$ cat src/rtl/rv32i_mem_pkg.sv
// Shared types for the RV32I fetch/load-store memory arbiter.
// Holds the FSM states, the access-owner encoding, the full-word byte mask and an address helper.
package rv32i_mem_pkg;

    typedef enum logic [1:0] {
        IDLE,
        ACCESS,
        RESP
    } state_t;

    typedef enum logic {
        OWN_IF,
        OWN_LS
    } owner_t;

    localparam logic [3:0] BE_WORD = 4'hF;

    function automatic logic [31:0] word_align(input logic [31:0] addr);
        return addr & ~32'h3;
    endfunction

endpackage

$ cat src/rtl/rv32i_arb_prio.sv
// Winner select between fetch and load/store, with a saturating starvation counter
// that forces fetch to win once it has lost STARVE_MAX arbitrations in a row.
module rv32i_arb_prio
    import rv32i_mem_pkg::*;
#(
    parameter int STARVE_MAX = 4
) (
    input  logic clk,
    input  logic RN,
    input  logic if_req,
    input  logic ls_req,
    input  logic take,
    output logic win_ls
);

    localparam int CW = $clog2(STARVE_MAX + 1);

    logic [CW-1:0] starve_cnt;
    logic          starved;

    assign starved = (starve_cnt == CW'(STARVE_MAX));
    assign win_ls  = ls_req & ~(if_req & starved);

    // NOTE: flops are written with non-blocking (<=) so every always_ff reads pre-edge values.
    always_ff @(posedge clk or posedge RN) begin
        if (RN) begin
            starve_cnt <= '0;
        end else if (take) begin
            if (!win_ls) begin
                starve_cnt <= '0;
            end else if (if_req && !starved) begin
                starve_cnt <= starve_cnt + 1'b1;
            end
        end
    end

endmodule

$ cat src/rtl/rv32i_mem_arbiter.sv
// Shares one single-port memory between the fetch and load/store stages:
// one access at a time through IDLE -> ACCESS -> RESP, with a per-access timeout.
module rv32i_mem_arbiter
    import rv32i_mem_pkg::*;
#(
    parameter int STARVE_MAX = 4,
    parameter int TIMEOUT    = 16
) (
    input  logic        clk,
    input  logic        RN,
    input  logic        if_req,
    input  logic [31:0] if_addr,
    output logic        if_gnt,
    output logic        if_rvalid,
    output logic [31:0] if_rdata,
    output logic        if_err,
    input  logic        ls_req,
    input  logic        ls_we,
    input  logic [3:0]  ls_be,
    input  logic [31:0] ls_addr,
    input  logic [31:0] ls_wdata,
    output logic        ls_gnt,
    output logic        ls_rvalid,
    output logic [31:0] ls_rdata,
    output logic        ls_err,
    output logic        mem_req,
    output logic        mem_we,
    output logic [3:0]  mem_be,
    output logic [31:0] mem_addr,
    output logic [31:0] mem_wdata,
    input  logic [31:0] mem_rdata,
    input  logic        mem_ready,
    output logic        stall_if,
    output logic        stall_ls
);

    localparam int TW = $clog2(TIMEOUT);

    state_t        state, state_nxt;
    owner_t        owner;
    logic          take, win_ls, timed_out, first_cycle;
    logic [TW-1:0] timer;
    logic [31:0]   rdata_q;
    logic          err_q;

    rv32i_arb_prio #(.STARVE_MAX(STARVE_MAX)) u_prio (
        .clk    (clk),
        .RN     (RN),
        .if_req (if_req),
        .ls_req (ls_req),
        .take   (take),
        .win_ls (win_ls)
    );

    assign timed_out   = (timer == TW'(TIMEOUT - 1));
    assign first_cycle = (timer == '0);

    always_ff @(posedge clk or posedge RN) begin
        if (RN) state <= IDLE;
        else    state <= state_nxt;
    end

    // NOTE: every always_comb output gets a default first, so no path leaves one unassigned (no latch).
    always_comb begin
        state_nxt = state;
        take      = 1'b0;
        mem_req   = 1'b0;
        if_gnt    = 1'b0;
        ls_gnt    = 1'b0;
        if_rvalid = 1'b0;
        ls_rvalid = 1'b0;
        case (state)
            IDLE: begin
                if (if_req || ls_req) begin
                    take      = 1'b1;
                    state_nxt = ACCESS;
                end
            end
            ACCESS: begin
                mem_req = 1'b1;
                if_gnt  = first_cycle && (owner == OWN_IF);
                ls_gnt  = first_cycle && (owner == OWN_LS);
                if (mem_ready || timed_out) state_nxt = RESP;
            end
            RESP: begin
                if_rvalid = (owner == OWN_IF);
                ls_rvalid = (owner == OWN_LS);
                state_nxt = IDLE;
            end
            default: state_nxt = IDLE;
        endcase
    end

    // The access is frozen at IDLE exit; requester inputs are not looked at again until the next IDLE.
    always_ff @(posedge clk or posedge RN) begin
        if (RN) begin
            owner     <= OWN_IF;
            mem_we    <= 1'b0;
            mem_be    <= '0;
            mem_addr  <= '0;
            mem_wdata <= '0;
            timer     <= '0;
            rdata_q   <= '0;
            err_q     <= 1'b0;
        end else begin
            if (take) begin
                owner     <= win_ls ? OWN_LS : OWN_IF;
                mem_we    <= win_ls & ls_we;
                mem_be    <= (win_ls && ls_we) ? ls_be : BE_WORD;
                mem_addr  <= word_align(win_ls ? ls_addr : if_addr);
                mem_wdata <= win_ls ? ls_wdata : '0;
            end
            timer <= (state == ACCESS) ? timer + 1'b1 : '0;
            if (state == ACCESS) begin
                if (mem_ready) begin
                    rdata_q <= mem_we ? '0 : mem_rdata;
                    err_q   <= 1'b0;
                end else if (timed_out) begin
                    rdata_q <= '0;
                    err_q   <= 1'b1;
                end
            end
        end
    end

    assign if_rdata = if_rvalid ? rdata_q : '0;
    assign if_err   = if_rvalid & err_q;
    assign ls_rdata = ls_rvalid ? rdata_q : '0;
    assign ls_err   = ls_rvalid & err_q;

    // Stalls are masked by reset so every output reads 0 while RN is held.
    assign stall_if = if_req & ~if_rvalid & ~RN;
    assign stall_ls = ls_req & ~ls_rvalid & ~RN;

endmodule
$ cat config.mk
export PLATFORM = sky130hd
export DESIGN_NAME = rv32i_mem_arbiter
export DESIGN_NICKNAME = d
export VERILOG_FILES = /design/src/rtl/rv32i_mem_pkg.sv /design/src/rtl/rv32i_arb_prio.sv /design/src/rtl/rv32i_mem_arbiter.sv
export SDC_FILE = /design/constraint.sdc
export NUM_CORES = 1
export LEC_CHECK = 0
export CAP_MARGIN = 20
export CORE_MARGIN = 2
export CORE_UTILIZATION = 44
export DETAILED_ROUTE_END_ITERATION = 8
export GPL_TIMING_DRIVEN = 1
export PLACE_DENSITY = 0.94
export SLEW_MARGIN = 10
export SYNTH_ARGS = -nofsm -noshare
export SYNTH_HDL_FRONTEND = slang
export SYNTH_SLANG_ARGS = --single-unit
$ cat constraint.sdc
create_clock -name clk -period 12.9 [get_ports clk]
set_clock_uncertainty 0.05 [all_clocks]
set_input_delay 3.87 -clock clk [delete_from_list [all_inputs] [get_ports clk]]
set_output_delay 3.87 -clock clk [all_outputs]
set_load 0.02 [all_outputs]
==> results of run 1 <==
critical path: stages:
cell and delay (ps):
clkdlybuf4s50_1 460, buf_4 380, nor3b_1 230, clkdlybuf4s50_1 630
power by group:
group	switching (mW)	internal (mW)	total (mW)
Clock	0.126	0.190	0.316
Sequential	0.114	0.514	0.627
Combinational	0.507	0.419	0.926
metal layers:
layer	GRT usage, %	wire [µm]	vias to the layer above	part of all wire [%]
li1	-	-	2595	-
met1	31.57	7105	2684	40
met2	41.11	9237	206	52
met3	5.201	1079	41	6.0
met4	10.59	478	0	2.7
met5	0	0	-	0
logic make-up after synthesis:
group	Yosys count	synth area share (%)
xor+xnor	2	0.3103
fa+ha+maj	4	0.8866
mux	1	0.1995
other cells	1	0.06643
buf+inv	73	6.184
compound gates	137	16.16
flops	110	48.76
simple gates	259	27.44
path summary, 6_finish.rpt:
kind	cells after the start	start	slack [ps]	end
min in group asynchronous	2	RN	3970	rdata_q[30]
max in group asynchronous	3	RN	7590	mem_addr[15]
worst max-delay path	4	ls_req	3390	stall_ls
worst max register to register	4	state[0]	10670	mem_wdata[5]
worst min register to register	2	rdata_q[2]	440	rdata_q[2]
worst min-delay path	2	rdata_q[2]	440	rdata_q[2]
layout make-up:
class / instances / share of cell area (%)
multi-input cells: 405 / 29.10
well taps: 172 / 2.458
clock inverters: 6 / 1.258
inverters: 7 / 0.3573
flip-flops and latches: 110 / 31.44
clock buffers: 10 / 2.615
repair buffers: 288 / 32.77
cells in the final DEF (no fill, tap or decap), drive strengths merged, types with 30 or more instances in the layout:
cell type,instances
and2,68
nand4,32
o21ai,68
nand2,37
nand3,66
clkdlybuf4s50,273
o211ai,30
dfrtp,110
nand4b,32
o2bb2ai,32
registers in the layout, indices dropped and copies added (netlist names):
name               flops
state                  2
timer                  4
mem_be                 4
u_prio.starve_cnt      3
rdata_q               32
err_q                  1
mem_wdata             32
owner                  1
mem_addr              30
mem_we                 1
per-stage QoR:
stage | std cells | utilization (%) | hold WS [ps]
finish | 998 | 69.66 | 441.7
global route | 998 | 69.66 | 456.9
CTS | 996 | 69.35 | 440.9
detailed placement | 980 | 66.65 | 423.8
global placement | 980 | 66.65 | 420.9
floorplan | 588 | - | 404.7
==> impl_metrics.yaml, run 1 <==
outcome:
  status: "complete, no violations"
floorplan:
  die_w_um: 117.3
  start_util_pct: 44.92
  row_count: 41
  dieArea_um2: 13750
  die_y_um: 117.3
  coreArea_um2: 12570
  pin_count: 280
logic_synthesis:
  ys_top_cells_by_area: "dfrtp_1, and2_1, nand3_1, nand4b_1, o2bb2ai_1"
  yosysMostFrequentCell: "dfrtp_1"
  synthesis.area_um2: 5645
  yosysUniqueCellTypes: 36
  synth_edf_count: 0
  synth_top_cell_by_area: "dfrtp_1"
  synth-seq-area-share_pct: 48.76
  synth_ff_type: "dfrtp_1"
  synthesis.instances: 587
  avgSynthCellArea_um2: 9.617
  ys_warn_count: 0
  async_reset_ff_share_pct: 100.0
  synth-seq-cells: 110
  yosysTopAreaCellShare_pct: 48.76
  synth_common_cells: "dfrtp_1, and2_1, nand3_1, o21ai_1, nand2_1"
routing:
  wire_per_inst_um: 17.94
  vias: 5526
  drt_iter0_drc: 561
  viasPerCell: 5.537
  drtAntennaViolNets: 0
  dr.pass1.iters: 4
  drc: 0
  routed_wl_mm: 17.90
placement:
  place_area_um2: 8377
  gp_congestion: 0.8046
  placement.io_buffers: 273
  dp_slack_ps: 3399
  dp_hpwl_mm: 12.00
finish:
  area_growth_pct: 55.08
  antenna_cells: 0
  multi_input_area_um2: 2547
  drive_above_1_share_pct: 5.085
  stdcell_area_um2: 8755
  final_nets: 963
  final-seq-area_um2: 2753
  fillers: 936
power_and_ir_drop:
  power.leakage_nw: 3.488
  irDropWorstVdd_mv: 0.1665
  total_power_mw: 1.870
  powerDensity_nw_per_um2: 213.6
grt:
  gr-total-overflow: 0
  grt_max_degree: 97
  antenna_found_initial: 0
  grt_usage_pct: 24.82
  grt_pass1_vias: 5197
  grt_pass1_wl_mm: 26.76
clock_tree:
  cts_resized: 0
  path_clk_slew_ps: 70
  clockBufferDepth: 2
  cts_tree: "built"
  cts.sinks: 110
  cts_htree_levels: 3
  cts_buffers: 9
  clockRootBuffer: "clkbuf_16"
  postCtsSetupBuffers: 0
  hold_buffers: 0
  clkLatencyLatePin_ps: 340
sta:
  rsz0062_at_grt: "no"
  slew_violations: 0
  finalCritPeriodShare_pct: 73.69
  hold_viol_final: 0
  period_minus_slack_ps: 9505
  tightest_slew_ps: 973.6
  fmax_mhz: 105.2
  slew_headroom_pct: 35.09
  tns_ps: 0
  finalSetupViolCount: 0
  fin_ws_ps: 3395
setup_path:
  cp_max_fo: 39
  cp-end-kind: "primary output"
  crit_arrival_ps: 5590
  critPathLaunchType: "input pin"
  crit_type: "input pin to primary output"
  crit_required_ps: 8980
flow_run:
  drv_cap: 0
hold_path:
  hold_class: "flop to flop"
Power figures use the tool's default switching activity.
==> inputs of run 2 (changes only) <==
--- a/config.mk
+++ b/config.mk
@@ -7,10 +7,10 @@
 export LEC_CHECK = 0
 export CAP_MARGIN = 20
 export CORE_MARGIN = 2
-export CORE_UTILIZATION = 44
+export CORE_UTILIZATION = 37
 export DETAILED_ROUTE_END_ITERATION = 8
 export GPL_TIMING_DRIVEN = 1
-export PLACE_DENSITY = 0.94
+export PLACE_DENSITY = 0.85
 export SLEW_MARGIN = 10
 export SYNTH_ARGS = -nofsm -noshare
 export SYNTH_HDL_FRONTEND = slang
==> constraint.sdc (replaced) <==
create_clock -name clk -period 8.36 [get_ports clk]
set_clock_uncertainty 0.05 [all_clocks]
set_input_delay 2.508 -clock clk [delete_from_list [all_inputs] [get_ports clk]]
set_output_delay 2.508 -clock clk [all_outputs]
set_load 0.02 [all_outputs]
==> impl_metrics.yaml, run 2 (synthesis gave the netlist of run 1 again) <==
sta:
  finalSetupViolCount: 0
  tns_ps: 0
  slew_headroom_pct: 31.91
  period_minus_slack_ps: 6666
  fmax_mhz: 150.0
  finalCritPeriodShare_pct: 79.74
  timing.hold.ws_ps: 440.3
  hold_viol_final: 0
  slew_violations: 0
  tightest_slew_ps: 1021
  rsz0062_at_grt: "no"
finish:
  drive_above_1_share_pct: 4.976
  fillers: 1266
  final_nets: 961
  final_common_cell: "clkdlybuf4s50_1"
  stdcell_count: 1012
  most-common-layout-cells: "clkdlybuf4s50_1, dfrtp_1, and2_1"
  reg.largest.list: "mem_wdata (32), rdata_q (32), mem_addr (30)"
  antenna_cells: 0
  area_growth_pct: 55.47
power_and_ir_drop:
  power.leakage_nw: 3.494
  irDropWorstVdd_mv: 0.2008
  powerDensity_nw_per_um2: 330.7
routing:
  routed_wl_mm: 18.33
  wire_per_inst_um: 18.11
  dr.pass1.iters: 5
  drtAntennaViolNets: 0
  drc: 0
  viasPerCell: 5.484
  vias: 5550
  drt_iter0_drc: 430
clock_tree:
  cts_buffers: 9
  hold_buffers: 0
  cts_tree: "built"
  cts.sinks: 110
  clockRootBuffer: "clkbuf_16"
  cts_htree_levels: 3
  clockBufferDepth: 2
  cts_resized: 0
  clkLatencyLatePin_ps: 350
  path_clk_slew_ps: 70
  postCtsSetupBuffers: 0
grt:
  antenna_found_initial: 0
  grt_max_degree: 97
  grt_pass1_vias: 5289
  grt_usage_pct: 22.07
  gr-total-overflow: 0
  grt_pass1_wl_mm: 28.43
floorplan:
  coreArea_um2: 15030
  start_util_pct: 37.55
  die_w_um: 127.5
  row_count: 45
  pin_count: 280
  dieArea_um2: 16260
  die_y_um: 127.5
placement:
  placement.io_buffers: 273
  gp_congestion: 0.8070
  dp_cells: 995
  dp_hpwl_mm: 12.04
setup_path:
  slowest_stage: "clkdlybuf4s50_1"
  crit_required_ps: 5800
  crit_arrival_ps: 4110
  crit_type: "input pin to primary output"
  critPathLaunchType: "input pin"
  critPathMaxStageDelay_ps: 720
  cp-end-kind: "primary output"
  path_cells: "clkdlybuf4s50_1 -> nor3b_1 -> clkdlybuf4s50_1"
  critPathMostFrequentCell: "clkdlybuf4s50_1"
  cp_max_fo: 8
outcome:
  status: "complete, no violations"
flow_run:
  drv_cap: 0
hold_path:
  hold_class: "flop to flop"
[run 2: final timing paths]
| kind | from | to | slack (ps) | cells after the start |
|---|---|---|---|---|
| setup / recovery | if_req | stall_if | 1690 | 3 |
| hold / removal | timer[0] | timer[0] | 440 | 1 |
| setup reg to reg | u_prio.starve_cnt[0] | mem_wdata[29] | 5950 | 6 |
| hold reg to reg | timer[0] | timer[0] | 440 | 1 |
| max in group asynchronous | RN | rdata_q[11] | 4380 | 3 |
| min in group asynchronous | RN | mem_addr[21] | 2590 | 2 |
[run 2: through the flow]
step | util [%] | worst slack, ps | instance area, µm² | power [mW]
finish | 58.39 | 1694 | 8777 | 2.903
global route | 58.39 | 1602 | 8777 | 3.077
global placement | 55.76 | 1691 | 8382 | 2.370
CTS | 58.29 | 1676 | 8762 | 2.924
detailed placement | 55.94 | 1685 | 8409 | 2.400
floorplan | - | 2582 | 5649 | 1.786
[run 2: power breakdown]
part           internal (mW)  switching [mW]  total [mW]
sequential             0.792           0.174       0.966
clock                  0.299           0.214       0.513
combinational          0.646           0.778        1.42
total                   1.74            1.17        2.90
[run 2: critical path, delay by kind of cell]
family	cells	cell delay, ps
buffers and inverters	2	1350
and+or+nand+nor	1	250
[run 2: per-layer routing]
layer	wire (µm)	GRT usage [%]	share of wire, %	up-vias
met2	8977	35.39	49	232
met5	0	0	0	-
met4	537	10.41	2.9	0
li1	-	-	-	2597
met1	7695	28.93	42	2681
met3	1120	4.188	6.1	40
[run 2: area by class of cell]
type	count	area [µm²]	area share (%)
Tap cell	188	235.2	2.680
Sequential cell	110	2753	31.36
Clock inverter	7	127.6	1.454
Inverter	7	31.28	0.3564
Timing Repair Buffer	286	2858	32.56
Multi-Input combinational cell	405	2547	29.02
Clock buffer	9	225.2	2.566
==> inputs of run 3 (changes only) <==
==> constraint.sdc (replaced) <==
create_clock -name clk -period 5.5 [get_ports clk]
set_clock_uncertainty 0.05 [all_clocks]
set_input_delay 1.65 -clock clk [delete_from_list [all_inputs] [get_ports clk]]
set_output_delay 1.65 -clock clk [all_outputs]
set_load 0.02 [all_outputs]
==> impl_metrics.yaml, run 3 (synthesis gave the netlist of run 1 again) <==
outcome:
  status: "complete, no violations"
routing:
  dr.pass1.iters: 5
  vias: 5473
  drtAntennaViolNets: 0
  wire_per_inst_um: 17.87
  viasPerCell: 5.397
  drt_iter0_drc: 279
  drc: 0
  routed_wl_mm: 18.12
clock_tree:
  cts_htree_levels: 3
  clockBufferDepth: 2
  cts_resized: 0
  cts_buffers: 9
  postCtsSetupBuffers: 0
  hold_buffers: 0
  cts.sinks: 110
  cts_tree: "built"
  clockRootBuffer: "clkbuf_16"
  path_clk_slew_ps: 70
  clkLatencyLatePin_ps: 340
sta:
  tns_ps: 0
  timing.hold.ws_ps: 442.8
  finalSetupViolCount: 0
  fmax_mhz: 200.6
  hold_viol_final: 0
  rsz0062_at_grt: "no"
  slew_headroom_pct: 36.87
  slew_violations: 0
  fin_ws_ps: 514.9
  finalCritPeriodShare_pct: 90.64
  tightest_slew_ps: 944.7
  period_minus_slack_ps: 4985
power_and_ir_drop:
  irDropWorstVdd_mv: 0.3351
  powerDensity_nw_per_um2: 492.6
  power.leakage_nw: 3.472
floorplan:
  start_util_pct: 37.55
  dieArea_um2: 16260
  die_y_um: 127.5
  row_count: 45
  die_w_um: 127.5
  coreArea_um2: 15030
  pin_count: 280
placement:
  gp_congestion: 0.8169
  dp_hpwl_mm: 12.26
  dp_slack_ps: 500.4
  place_area_um2: 8412
  placement.io_buffers: 273
finish:
  drive_above_1_share_pct: 5.206
  fin_util_pct: 57.99
  final_nets: 963
  final_common_cell: "clkdlybuf4s50_1"
  most-common-layout-cells: "clkdlybuf4s50_1, dfrtp_1, and2_1"
  antenna_cells: 0
  area_growth_pct: 54.43
  fillers: 1293
  reg.largest.list: "mem_wdata (32), rdata_q (32), mem_addr (30)"
  stdcell_area_um2: 8718
grt:
  grt_pass1_vias: 5304
  grt_pass1_wl_mm: 28.33
  antenna_found_initial: 0
  gr-total-overflow: 0
  grt_max_degree: 69
  grt_usage_pct: 21.92
setup_path:
  critPathLaunchType: "input pin"
  crit_required_ps: 3800
  cp-end-kind: "primary output"
  cp_max_fo: 8
  crit_arrival_ps: 3290
  crit_type: "input pin to primary output"
hold_path:
  hold_class: "flop to flop"
flow_run:
  drv_cap: 0
run 3: metal layers:
metal	global-route usage (%)	routed length, µm	up-vias
met2	36.30	9023	211
met1	27.79	7457	2635
met3	4.271	1118	35
li1	-	-	2592
met4	10.02	517	0
met5	0	0	-
run 3: worst max-delay path, cell delays in order:
cell             delay (ps)
clkdlybuf4s50_1         760
nor3b_1                 240
clkdlybuf4s50_1         630
run 3: final timing paths:
check | from | to | slack [ps] | cells past startpoint
worst max-delay path | if_req | stall_if | 510 | 3
worst min-delay path | rdata_q[12] | rdata_q[12] | 440 | 2
worst max register to register | state[0] | mem_addr[20] | 3120 | 4
worst min register to register | rdata_q[12] | rdata_q[12] | 440 | 2
max in group asynchronous | RN | mem_wdata[23] | 2660 | 3
min in group asynchronous | RN | mem_addr[26] | 1900 | 2
run 3: stage by stage:
stage,total power [mW],std cells
after floorplan,2.715,588
after global placement,3.597,998
after detailed placement,3.647,998
after CTS,4.338,1014
after global routing,4.572,1014
final,4.295,1014
run 3: cell type report:
| cell class | count | area, µm² | share of cell area, % |
|---|---|---|---|
| clock buffers | 9 | 225.2 | 2.583 |
| inverters | 7 | 31.28 | 0.3588 |
| well taps | 188 | 235.2 | 2.698 |
| flip-flops and latches | 110 | 2753 | 31.57 |
| multi-input cells | 405 | 2547 | 29.22 |
| clock inverters | 7 | 81.33 | 0.9328 |
| repair buffers | 288 | 2845 | 32.63 |
run 3: power breakdown:
group          internal (mW)  switching, mW
Clock                  0.360          0.310
Combinational          0.979           1.18
Sequential              1.20          0.260
